[src/rtl/serial_frame_tx_if.sv]
// Word-level handshake between a producer and the serial frame transmitter.
// The producer offers tx_data with tx_valid; the transmitter answers with tx_ready.
interface serial_frame_tx_if #(
    parameter int DATA_W = 8
) ();
    logic              tx_valid;
    logic [DATA_W-1:0] tx_data;
    logic              tx_ready;

    modport master (output tx_valid, output tx_data, input tx_ready);
    modport slave  (input tx_valid, input tx_data, output tx_ready);
endinterface

[src/rtl/serial_frame_tx.sv]
// Serializes one parallel word per frame: start bit, data LSB first, optional even
// parity, stop bit. Each bit is held for CLKS_PER_BIT clocks.
module serial_frame_tx #(
    parameter int DATA_W       = 8,
    parameter int CLKS_PER_BIT = 4,
    parameter int PARITY_EN    = 1
) (
    input  logic               clk,
    input  logic               reset,
    serial_frame_tx_if.slave   tx,
    output logic               tx_line,
    output logic               tx_line_n,
    output logic               tx_busy
);
    typedef enum logic [2:0] {IDLE, START, DATA, PARITY, STOP} state_t;

    localparam int              IDX_W    = (DATA_W > 1) ? $clog2(DATA_W) : 1;
    localparam logic [7:0]      CNT_LAST = 8'(CLKS_PER_BIT - 1);
    localparam logic [IDX_W-1:0] IDX_LAST = IDX_W'(DATA_W - 1);

    state_t            state_reg, state_next;
    logic [7:0]        cnt_reg, cnt_next;
    logic [IDX_W-1:0]  idx_reg, idx_next;
    logic [DATA_W-1:0] shift_reg, shift_next;
    logic              parity_reg, parity_next;
    logic              line_reg, line_next;
    logic              line_n_reg;
    logic              busy_reg;
    logic              bit_end;

    assign tx.tx_ready = (state_reg == IDLE) && !reset;
    assign tx_line     = line_reg;
    assign tx_line_n   = line_n_reg;
    assign tx_busy     = busy_reg;

    always_ff @(posedge clk or posedge reset) begin
        if (reset) begin
            state_reg  <= IDLE;
            cnt_reg    <= '0;
            idx_reg    <= '0;
            shift_reg  <= '0;
            parity_reg <= 1'b0;
            line_reg   <= 1'b1;
            line_n_reg <= 1'b0;
            busy_reg   <= 1'b0;
        end else begin
            state_reg  <= state_next;
            cnt_reg    <= cnt_next;
            idx_reg    <= idx_next;
            shift_reg  <= shift_next;
            parity_reg <= parity_next;
            line_reg   <= line_next;
            line_n_reg <= ~line_next;
            busy_reg   <= (state_next != IDLE);
        end
    end

    always_comb begin
        state_next  = state_reg;
        cnt_next    = cnt_reg;
        idx_next    = idx_reg;
        shift_next  = shift_reg;
        parity_next = parity_reg;
        line_next   = 1'b1;
        bit_end     = (cnt_reg == CNT_LAST);

        if (state_reg != IDLE)
            cnt_next = bit_end ? 8'd0 : cnt_reg + 8'd1;

        case (state_reg)
            IDLE: begin
                if (tx.tx_valid) begin
                    state_next  = START;
                    shift_next  = tx.tx_data;
                    parity_next = ^tx.tx_data;
                    cnt_next    = '0;
                    idx_next    = '0;
                end
            end
            START: begin
                if (bit_end) state_next = DATA;
            end
            DATA: begin
                if (bit_end) begin
                    // The register shifts so the next data bit always sits at bit 0.
                    shift_next = shift_reg >> 1;
                    if (idx_reg == IDX_LAST) begin
                        idx_next   = '0;
                        state_next = (PARITY_EN != 0) ? PARITY : STOP;
                    end else begin
                        idx_next = idx_reg + IDX_W'(1);
                    end
                end
            end
            PARITY: begin
                if (bit_end) state_next = STOP;
            end
            STOP: begin
                if (bit_end) state_next = IDLE;
            end
            default: state_next = IDLE;
        endcase

        // The line level is decoded from the upcoming state so the output stays registered.
        case (state_next)
            START:   line_next = 1'b0;
            DATA:    line_next = shift_next[0];
            PARITY:  line_next = parity_next;
            default: line_next = 1'b1;
        endcase
    end
endmodule

[src/flat_wrapper.sv]
// flat-port wrapper written by rule: the top's interface ports become plain ports
module serial_frame_tx_flat 
#(
    parameter int DATA_W       = 8,
    parameter int CLKS_PER_BIT = 4,
    parameter int PARITY_EN    = 1
)
  (clk, reset, tx_line, tx_line_n, tx_busy, tx_tx_valid, tx_tx_data, tx_tx_ready);
  serial_frame_tx_if #(.DATA_W(DATA_W)) tx_i ();
  input  logic clk;
  input  logic reset;
  output logic tx_line;
  output logic tx_line_n;
  output logic tx_busy;
  input wire logic [$bits(tx_i.tx_valid)-1:0] tx_tx_valid;
  input wire logic [$bits(tx_i.tx_data)-1:0] tx_tx_data;
  output wire logic [$bits(tx_i.tx_ready)-1:0] tx_tx_ready;
  assign tx_i.tx_valid = tx_tx_valid;
  assign tx_i.tx_data = tx_tx_data;
  assign tx_tx_ready = tx_i.tx_ready;
  serial_frame_tx #(.DATA_W(DATA_W), .CLKS_PER_BIT(CLKS_PER_BIT), .PARITY_EN(PARITY_EN)) u_core (.clk(clk), .reset(reset), .tx(tx_i), .tx_line(tx_line), .tx_line_n(tx_line_n), .tx_busy(tx_busy));
endmodule
[config.mk]
export PLATFORM = sky130hd
export DESIGN_NAME = serial_frame_tx_flat
export DESIGN_NICKNAME = d
export VERILOG_FILES = /design/src/rtl/serial_frame_tx_if.sv /design/src/rtl/serial_frame_tx.sv /design/src/flat_wrapper.sv
export SDC_FILE = /design/constraint.sdc
export NUM_CORES = 1
export LEC_CHECK = 0
export ABC_AREA = 1
export ABC_CLOCK_PERIOD_IN_PS = 2370
export CORE_MARGIN = 5
export CORE_UTILIZATION = 40
export DETAILED_ROUTE_END_ITERATION = 10
export SLEW_MARGIN = 5
export SYNTH_ARGS = -nofsm -noshare
export SYNTH_HDL_FRONTEND = slang
export SYNTH_SLANG_ARGS = --single-unit
[constraint.sdc]
create_clock -name clk -period 2.37 [get_ports clk]
set_input_delay 0.474 -clock clk [delete_from_list [all_inputs] [get_ports clk]]
set_output_delay 0.474 -clock clk [all_outputs]
set_load 0.02 [all_outputs]
; After elaboration in Yosys (flattened, before gate mapping)
; Cells that the tools add are included.
; Widths: inputs -> output; s select.
[totals]
ff_bits = 26
latch_bits = 0
ramBits = 0
rom_bits = 0
input_bits = 11
output_inout_bits = 4
word_cells = 52
mem_count = 0
[classes]
n_addsub = 2
mul = 0
div_mod_pow = 0
magnitude_cmp = 0
eq_ne = 11
n_shift = 0
mux = 21
bitwise_logic = 1
reduce_logical = 8
[ops]
columns = op, n
row1 = $mux 8, 6
row2 = $mux 3, 9
row3 = $pmux 8 s2, 1
row4 = $pmux 3 s5, 1
row5 = $eq 3x2->1 const B, 4
row6 = $add 8x1->8 const B, 1
row7 = $eq 8x2->1 const B, 1
row8 = $reduce_xor 8->1, 1
row9 = $eq 3x1->1 const B, 2
row10 = $eq 3x3->1 const B, 2
row11 = $pmux 3 s2, 1
row12 = $reduce_bool 3->1, 2
row13 = $add 3x1->3 const B, 1
row14 = $logic_not 3->1, 1
row15 = $pmux 1 s3, 1
row16 = $reduce_and 3->1, 1
row17 = $mux 1, 2
row18 = $ne 2x1->1 const B, 1
row19 = $ne 2x2->1 const B, 1
row20 = $reduce_bool 2->1, 1
row21 = $logic_and 1x1->1, 1
row22 = $logic_not 1->1, 1
row23 = $not 1->1, 1

; Logic depth before layout (Yosys ltp)
; Gate-level depths: netlist of run 1.
[depth]
word_depth = 7
depth_mapped = 11
mapped_depth_nobuf = 11

; Worst setup path after synthesis of run 1
; OpenSTA, ideal clock, no wires.
[synth_path]
kind = flip-flop to output port
startpoint = register u_core.state_reg[2]
endpoint = output port tx_tx_ready
t_arrival_ns = 1.128
t_required_ns = 1.896
slack_ns = 0.768
stages_incl_launch_ff = 6
n_path_buf = 0
path_cell_list = dfrtp_1 nor2_2 inv_4 nor2_8 inv_1 nor2_1
[synth_between]
elab_chain_cells = 2
[synth_lines]
columns = item, line
row1 = "start, declared", serial_frame_tx.sv:21  ; state_t state_reg, state_next;
row2 = "start signal, assigned", serial_frame_tx.sv:47  ; state_reg <= state_next;
row3 = $logic_not 3->1, serial_frame_tx.sv:31  ; assign tx.tx_ready = (state_reg == IDLE) && !reset;
row4 = $logic_and 1x1->1, serial_frame_tx.sv:31
row5 = "end, declared", flat_wrapper.sv:17  ; output wire logic [$bits(tx_i.tx_ready)-1:0] tx_tx_ready;
; No other way between the ends.

; Worst setup path after layout of run 1
; Ends and elaborated chain as after synthesis.

==> results of run 1 <==
==> cells by family (layout without fill, tap and decap cells) <==
group	count (synthesis)	after routing	share of synthesized area, %
fa+ha+maj	3	3	2.44
simple gates	109	109	34.7
buf+inv	33	51	8.85
compound gates	23	23	9.50
flops	26	26	42.3
xor+xnor	4	4	2.27
==> where the power goes <==
part           internal (W)  switching (W)  leakage, nW   total, W
registers          0.000443              0        0.282   0.000443
clock network      0.000120       0.000134       0.0228   0.000254
logic             0.0000261      0.0000347        0.564  0.0000608
total              0.000590       0.000169        0.869   0.000759
==> Yosys cell counts, drive strengths merged, types with 3 or more instances <==
cell	n	area share [%]
nand2	68	18
nand3	14	5.2
a21oi	5	1.6
o22ai	5	2.0
xor2	3	1.7
o221ai	6	3.4
dfrtp	25	41
inv	32	8.1
ha	3	2.4
o21ai	6	1.9
nor2	20	7.5
==> area by class of cell <==
cell class	instances	area, µm²	area share [%]
inverters	32	125	7.02
flip-flops and latches	26	652	36.6
multi-input cells	139	753	42.3
well taps	48	60.1	3.37
clock buffers	4	45.0	2.53
repair buffers	15	146	8.22
==> layout by cell type, fill, tap and decap left out, drive strengths merged <==
cell and count:
clkdlybuf4s50 13, dfrtp 25, xor2 3, nor3 2, nand3 14, inv 32, dfstp 1, o211ai 1
ha 3, o21ai 6, or2 1, o221ai 6, buf 1, nand2 68, dlygate4sd2 1, xnor2 1
nand3b 1, nor2 20, o22ai 5, nand4 2, nor4 1, a21oi 5, clkbuf 4
==> metrics by stage <==
stage	power (W)	hold slack, ns	cells	util [%]
global placement	0.000512	0.494	260	47.1
global route	0.000792	0.553	264	48.3
detailed placement	0.000514	0.498	260	47.1
finish	0.000759	0.529	264	48.3
CTS	0.000771	0.530	264	48.3
floorplan	0.000483	0.477	198	-
==> final timing paths <==
check	slack [ns]	from	depth (start not counted)	to
setup / recovery	0.29	u_core.state_reg[2]	6	tx_tx_ready
hold / removal	0.53	u_core.shift_reg[0]	2	u_core.shift_reg[0]
setup reg to reg	0.70	u_core.cnt_reg[0]	9	u_core.tx_line_n
hold reg to reg	0.53	u_core.shift_reg[0]	2	u_core.shift_reg[0]
max in group asynchronous	1.49	reset	3	u_core.tx_line
min in group asynchronous	0.58	reset	3	u_core.cnt_reg[0]
==> tightest hold or removal path, cell delays in order (launching register included) <==
cell and delay (ns):
dfrtp_1 0.34, nand3_1 0.08, nand3_2 0.07
==> routing by layer <==
metal / up-vias / wire, µm / GRT usage, %
li1: 670 / - / -
met1: 598 / 1400 / 16.4
met2: 20 / 1470 / 20.8
met3: 0 / 88 / 1.80
met4: 0 / 0 / 2.71
met5: - / 0 / 0
==> impl_metrics.env, run 1 <==
export IMPL_final_nets=231
export IMPL_clk_pin_slew_worst_paths_ns=0.08
export IMPL_setup_viol=0
export IMPL_wirelength_mm=2.96
export IMPL_chipWidth_um=72.1
export IMPL_num_antenna_cells=0
export IMPL_postCtsSetupBuffers=0
export IMPL_grt_pass1_vias=1216
export IMPL_firstDrtPassIters=4
export IMPL_fp_row_count=22
export IMPL_place_gp_congestion=0.920
export IMPL_place_hpwl_mm=2.37
export IMPL_h_tree_depth=1
export IMPL_syn_inst=198
export IMPL_worstSkewPairLatency_ns=0.27
export IMPL_drt_iter0_markers=112
export IMPL_ant_nets=0
export IMPL_syn_mean_instance_area_um2=7.79
export IMPL_setup_ws_ns=0.289
export IMPL_syn_area_um2=1540
export IMPL_vias_per_cell=4.88
export IMPL_finalCriticalPeriod_ns=2.08
export IMPL_clock_root_buffer="clkbuf_8"
export IMPL_cp_slowest_stage_delay_ns=0.45
export IMPL_io_pins=15
export IMPL_worstPathRequired_ns=1.90
export IMPL_path_max_fanout=8
export IMPL_endpoint_kind="primary output"
export IMPL_synthDistinctLibCells=31
export IMPL_relSlewSlack_pct=76.0
export IMPL_max_freq_ghz=0.480
export IMPL_synth_edf_count=0
export IMPL_postPlaceCellArea_um2=1740
export IMPL_pre_cts_slack_ns=0.270
export IMPL_worst_slew_pin_slew_ns=0.359
export IMPL_async_reset_ff_share_pct=100
export IMPL_cp_top_family="buffers and inverters"
export IMPL_maxSlewViolCount=0
export IMPL_grt_first_pass_wirelength_mm=5.19
export IMPL_clockBufferDepth=2
export IMPL_design_core_area_um2=3690
export IMPL_worstPathArrival_ns=1.61
export IMPL_peakVddDrop_mv=0.232
export IMPL_status="completed"
export IMPL_cts_repair_resized=1
export IMPL_min_path_type="flip-flop to flip-flop"
export IMPL_cp_cell_sequence="nor2_2 > inv_4 > nor2_8 > inv_1 > nor2_1 > dlygate4sd2_1"
export IMPL_avgRoutedWirePerCell_um=11.2
export IMPL_die_area_um2=5200
export IMPL_cts_sinks=26
export IMPL_timing_critical_path_buf_inv=3
export IMPL_cts_buffers=3
export IMPL_fin_area_um2=1780
export IMPL_grtUsageTotal_pct=12.2
export IMPL_cts_tree="yes"
export IMPL_cp_slowest_cell="dfrtp_1"
export IMPL_startpoint_type="flip-flop"
export IMPL_area_growth_pct=15.6
export IMPL_cts_hold_buffers=0
export IMPL_synth_ff_type="dfrtp_1"
export IMPL_grt_max_degree=27
export IMPL_grt_setup_unrepaired="false"
export IMPL_vias=1288
export IMPL_setup_tns_final_ns=0
export IMPL_die_h_um=72.1
export IMPL_grt_overflow=0
export IMPL_p_leak_nw=0.869
export IMPL_start_util_pct=41.8
export IMPL_synth_nets=212
export IMPL_crit_type="flip-flop to primary output"
export IMPL_drc_errors=0
export IMPL_nFillCells=372
export IMPL_period_share_pct=87.8
export IMPL_portBuffers=14
export IMPL_drive_gt1_share_pct=11.6
export IMPL_powerDensity_nw_per_um2=426
export IMPL_antenna_found_initial=0
export IMPL_drv_cap=0
export IMPL_yosysSeqAreaShare_pct=42.3
export IMPL_hold_viol=0
export IMPL_ys_warn_count=0
export IMPL_ys_seq_elements=26
export IMPL_fin_worst_skew_ns=0.00663
(Power assumes the default switching activity.)
==> inputs of run 2 (changes only) <==
--- a/config.mk
+++ b/config.mk
@@ -10,6 +10,7 @@
 export CORE_MARGIN = 5
 export CORE_UTILIZATION = 40
 export DETAILED_ROUTE_END_ITERATION = 10
+export SETUP_SLACK_MARGIN = 0.05
 export SLEW_MARGIN = 5
 export SYNTH_ARGS = -nofsm -noshare
 export SYNTH_HDL_FRONTEND = slang
==> results of run 2 <==
Same layout as run 1: the final DEF is identical, and so are final timing and power.
